==> src/rtl/wb_arbiter.sv <==
// Round-robin Wishbone arbiter: N_MASTERS masters share one slave port.
//
// Handshake: master i requests while m_cyc[i] & m_stb[i] are high and must
// hold the request (and its address/data) until it sees m_ack[i] or m_rty[i].
// A transfer completes on the rising edge where s_ack is high while BUSY.
// m_rty[grant] marks a slave timeout. Dropping the request while BUSY abandons
// the transfer without ACK or RTY.
module wb_arbiter #(
    parameter int N_MASTERS = 2,
    parameter int ADDR_W    = 12,
    parameter int DATA_W    = 128,
    parameter int TIMEOUT   = 64,
    localparam int SEL_W    = DATA_W / 8
) (
    input  logic                          clk,
    input  logic                          rst_n,
    input  logic [N_MASTERS-1:0]          m_cyc,
    input  logic [N_MASTERS-1:0]          m_stb,
    input  logic [N_MASTERS-1:0]          m_we,
    input  logic [N_MASTERS*SEL_W-1:0]    m_sel,
    input  logic [N_MASTERS*ADDR_W-1:0]   m_adr,
    input  logic [N_MASTERS*DATA_W-1:0]   m_dat_w,
    output logic [DATA_W-1:0]             m_dat_r,
    output logic [N_MASTERS-1:0]          m_ack,
    output logic [N_MASTERS-1:0]          m_rty,
    output logic                          s_cyc,
    output logic                          s_stb,
    output logic                          s_we,
    output logic [SEL_W-1:0]              s_sel,
    output logic [ADDR_W-1:0]             s_adr,
    output logic [DATA_W-1:0]             s_dat_w,
    input  logic [DATA_W-1:0]             s_dat_r,
    input  logic                          s_ack,
    output logic                          dbg_state
);

    localparam int GNT_W = (N_MASTERS > 1) ? $clog2(N_MASTERS) : 1;
    localparam int CNT_W = (TIMEOUT > 1) ? $clog2(TIMEOUT + 1) : 1;
    localparam logic [GNT_W:0] N_WIDE = (GNT_W + 1)'(N_MASTERS);

    typedef enum logic {IDLE = 1'b0, BUSY = 1'b1} state_t;

    state_t               state_q, state_d;
    logic [GNT_W-1:0]     grant_q, last_grant_q, pick;
    logic                 pick_valid;
    logic [CNT_W-1:0]     wait_q;
    logic [N_MASTERS-1:0] req;
    logic                 gnt_req;
    logic                 timeout_hit;

    assign req         = m_cyc & m_stb;
    assign gnt_req     = req[grant_q];
    assign timeout_hit = (TIMEOUT != 0) && (wait_q == CNT_W'(TIMEOUT - 1));
    assign m_dat_r     = s_dat_r;
    assign dbg_state   = (state_q == BUSY);

    // Round-robin pick: first requester after last_grant, wrapping around.
    always_comb begin
        logic [GNT_W:0] cand;
        pick_valid = 1'b0;
        pick       = '0;
        cand       = '0;
        for (int k = 1; k <= N_MASTERS; k++) begin
            cand = {1'b0, last_grant_q} + (GNT_W + 1)'(k);
            if (cand >= N_WIDE) cand = cand - N_WIDE;
            if (!pick_valid && req[cand[GNT_W-1:0]]) begin
                pick_valid = 1'b1;
                pick       = cand[GNT_W-1:0];
            end
        end
    end

    // State register.
    always_ff @(posedge clk or negedge rst_n) begin
        if (!rst_n) state_q <= IDLE;
        else        state_q <= state_d;
    end

    // Next state: grant from IDLE; leave BUSY on ack, abort or timeout.
    always_comb begin
        state_d = state_q;
        case (state_q)
            IDLE:    if (pick_valid) state_d = BUSY;
            BUSY:    if (s_ack || !gnt_req || timeout_hit) state_d = IDLE;
            default: state_d = IDLE;
        endcase
    end

    // Grant, round-robin pointer and ACK wait counter.
    always_ff @(posedge clk or negedge rst_n) begin
        if (!rst_n) begin
            grant_q      <= '0;
            last_grant_q <= GNT_W'(N_MASTERS - 1);
            wait_q       <= '0;
        end else if (state_q == IDLE) begin
            if (pick_valid) begin
                grant_q <= pick;
                wait_q  <= '0;
            end
        end else begin
            // An abort (request dropped, no ack) leaves the pointer alone.
            if (s_ack || (gnt_req && timeout_hit)) last_grant_q <= grant_q;
            if (!s_ack && (wait_q != CNT_W'(TIMEOUT))) wait_q <= wait_q + 1'b1;
        end
    end

    // Outputs: slave port mirrors the granted master only while BUSY.
    always_comb begin
        s_cyc   = 1'b0;
        s_stb   = 1'b0;
        s_we    = 1'b0;
        s_sel   = '0;
        s_adr   = '0;
        s_dat_w = '0;
        m_ack   = '0;
        m_rty   = '0;
        if (state_q == BUSY) begin
            s_cyc          = m_cyc[grant_q];
            s_stb          = m_stb[grant_q];
            s_we           = m_we[grant_q];
            s_sel          = m_sel[grant_q * SEL_W +: SEL_W];
            s_adr          = m_adr[grant_q * ADDR_W +: ADDR_W];
            s_dat_w        = m_dat_w[grant_q * DATA_W +: DATA_W];
            m_ack[grant_q] = s_ack;
            m_rty[grant_q] = !s_ack && gnt_req && timeout_hit;
        end
    end

endmodule

==> config.mk <==
export PLATFORM = sky130hd
export DESIGN_NAME = wb_arbiter
export DESIGN_NICKNAME = d
export VERILOG_FILES = /design/src/rtl/wb_arbiter.sv
export SDC_FILE = /design/constraint.sdc
export NUM_CORES = 1
export LEC_CHECK = 0
export ABC_AREA = 1
export CELL_PAD_IN_SITES_DETAIL_PLACEMENT = 1
export CELL_PAD_IN_SITES_GLOBAL_PLACEMENT = 2
export CORE_AREA = 2 2 289 291
export CTS_BUF_LIST = sky130_fd_sc_hd__clkbuf_4 sky130_fd_sc_hd__clkbuf_8
export DETAILED_ROUTE_END_ITERATION = 8
export DIE_AREA = 0 0 291 293
export GPL_TIMING_DRIVEN = 0
export PLACE_DENSITY_LB_ADDON = 0.1
export SLEW_MARGIN = 20
export SYNTH_ARGS = -nofsm -noshare
export SYNTH_HDL_FRONTEND = slang
export SYNTH_SLANG_ARGS = --single-unit
==> constraint.sdc <==
create_clock -name clk -period 1.5 [get_ports clk]
set_input_delay 0.3 -clock clk [delete_from_list [all_inputs] [get_ports clk]]
set_output_delay 0.3 -clock clk [all_outputs]
set_load 0.05 [all_outputs]
==> out/qor.csv <==
metric;value;unit
post-synth top area share;0.308;
clk_lat worst skew;0.24;ns
Synth Cell Area;4260;um^2
ANT nets after route;0;
vias per cell;3.00;
vias;7356;
Final Slew Violations;0;
first-pass GRT wire length;61600;um
failing checks;setup timing;
Max-slew headroom;0.608;
Crit Path Category;register to output pin;
Util after Layout;0.162;
GP Congestion;0.738;
worst min path class;input pin to asynchronous set/reset pin;
post-synthesis sequential area ratio;0.0591;
DRC violations left;0;
Yosys reg bits;10;
die height;293;um
Peak VDD IR;0.211;mV
clock buffer count from CTS;3;
input/output buffers;612;
Starting Density;0.0520;
DR pass1 iterations;4;
Final nets;1833;
hold_buf cts;0;
CTS clk-pin slew, worst paths;0.06;ns
Routed WL;46100;um
clock buffer depth;2;
yosys warns;0;
DRT iter0 DRCs;114;
Worst Setup Start Kind;register;
total power per unit cell area;762;nW/um^2
reg2reg start;dbg_state$_DFF_PN0_;
critical path arrival;1.63;ns
Leakage;0.00522;uW
CP top delay family;buffers and inverters;
antenna violations before repair;14;
Req. time, crit path;1.20;ns
IO Count;741;
CP Max Fanout;11;
CTS root buffer;clkbuf_8;
r2r endpoint;wait_q[3]$_DFFE_PN0P_;
CP bufs+invs;4;
Final Hold Viols;0;
syn_nets;1202;
GRT overflow;0;
GR Util All Layers;0.0994;
largest net degree at the start of global routing;11;
Area growth, synth to finish;212;%
syn avg cell area;5.67;um^2
Max Cap Viol;0;
CTS Sinks;10;
CTS tree;built;
# rows;105;
fin worst setup slack;-0.430;ns
most frequent CP cell;buf_12;
min cycle time layout;1.93;ns
vias in the first global route;8046;
Least-Margin Pin Slew;0.587;ns
Post-DP HPWL;39300;um
FF-to-FF setup slack;0.02;ns
unrepaired setup endpoints after global routing;true;
status;finished with violations;
die area;85300;um^2
Yosys top cell by area;nand2_1;
Worst R2R Path Depth;9;
CP endpoint kind;output pin;
slowest cell delay on critical path;0.41;ns
slowest cell on the critical path;dfrtp_2;
Netlist cell types;25;
final std cells w/o fill;2456;
Final period util;1.29;
die span in x;291;um
layout cell share with drive strength beyond 1;0.351;
placed cells;2433;
Final setup viols;165;
Min Hold Slack;0.409;ns
largest cells by area after synthesis;nand2_1 31%, buf_4 24%, a21oi_2 16%;
Clock Skew;0.00697;ns
Core Region;81800;um^2
Clock H-tree levels;1;
Fmax;518;MHz
Routed WL per cell;18.8;um
crit path cell chain;buf_12 > buf_12 > buf_8 > nand2_1 > a21oi_4 > buf_6;
cells after synthesis;751;
[Yosys cell counts, drive strengths merged]
library cell	n
nand2	352
buf	176
a21oi	159
nor2	17
nand3	11
dfrtp	9
inv	9
clkbuf	6
o21ai	4
ha	2
a31o	1
dfstp	1
nand4	1
o21bai	1
xnor2	1
xor2	1
[metrics by stage]
stage               setup TNS [ns]  total power (uW)  setup slack, ns  instance area, um^2
global route                -74.07             10800           -0.521                13300
floorplan                   -62.57              5740           -0.557                 5080
finish                      -57.81             10100           -0.430                13300
CTS                         -78.77              9740           -0.553                12500
global placement           -200.59              9210            -1.58                12500
detailed placement         -203.30              9210            -1.59                12500
[worst reg2reg max path, stage by stage, from the launching register on]
cell       delay, ns
dfrtp_2         0.41
buf_8           0.14
inv_8           0.07
buf_12          0.14
clkbuf_16       0.18
buf_4           0.13
buf_4           0.14
nor2_1          0.05
nand2_1         0.05
o21ai_1         0.05
[cell usage in the layout (no fill, tap or decap), drive strengths merged]
master / synthesis / final
ha: 2 / 2
inv: 9 / 8
a21oi: 159 / 159
o21ai: 4 / 4
xnor2: 1 / 1
clkdlybuf4s50: 0 / 448
clkinv: 0 / 1
diode: 0 / 5
xor2: 1 / 1
o21bai: 1 / 1
dfrtp: 9 / 9
clkbuf: 6 / 41
a31o: 1 / 1
nor2: 17 / 17
nand3: 11 / 11
nand4: 1 / 1
nand2: 352 / 352
buf: 176 / 323
dfstp: 1 / 1
[final cells by class]
type	instances	area, um^2
antenna	5	12.5
buffer	182	1750
clock buffer	4	48.8
fill	9719	68600
inverter	9	46.3
multi-input combinational	550	3440
sequential	10	256
tap	1070	1340
timing repair buffer	626	6390
[logic make-up (layout without fill, tap and decap cells)]
group / count (synthesis) / in the layout / share of synthesized area
AND/OR/NAND/NOR: 381 / 381 / 0.347
buffers and inverters: 191 / 821 / 0.317
AO/OA/AOI/OAI: 165 / 165 / 0.266
flip-flops: 10 / 10 / 0.0591
adder cells (fa/ha/maj): 2 / 2 / 0.00588
XOR/XNOR: 2 / 2 / 0.00412
other: 0 / 5 / 0
[worst max path at each step]
stage	depth (start not counted)	from	endpoint
5_1_grt	6	grant_q$_DFFE_PN0P_	s_adr[2]
3_5_place_dp	6	grant_q$_DFFE_PN0P_	m_ack[0]
6_report	6	grant_q$_DFFE_PN0P_	s_dat_w[78]
4_1_cts	6	grant_q$_DFFE_PN0P_	s_adr[2]
3_3_place_gp	6	grant_q$_DFFE_PN0P_	m_ack[0]
2_1_floorplan	5	dbg_state$_DFF_PN0_	s_dat_w[0]
[power breakdown]
| part | internal, uW | switching (uW) |
|---|---|---|
| clock | 205 | 122 |
| combinational | 3680 | 5760 |
| sequential | 316 | 50.3 |
[layer usage]
layer,global-route usage,vias up,part of all wire
met4,0.00796,20,0.0038
met2,0.192,379,0.53
met1,0.103,3409,0.36
li1,-,3521,-
met5,0,-,0.0030
met3,0.0427,27,0.097
[registers in the layout (all words and copies together), names as in the netlist]
register	cells
dbg_state	1
grant_q	1
wait_q	7
last_grant_q	1
[what timing repair did]
item	4_1_cts	5_1_grt
setup buffers	1	4
endpoints found under the setup margin	172	177
hold endpoints to repair	0	0
gates resized for setup	1054	171
gates cloned	0	9
Power figures use the tool's default switching activity.
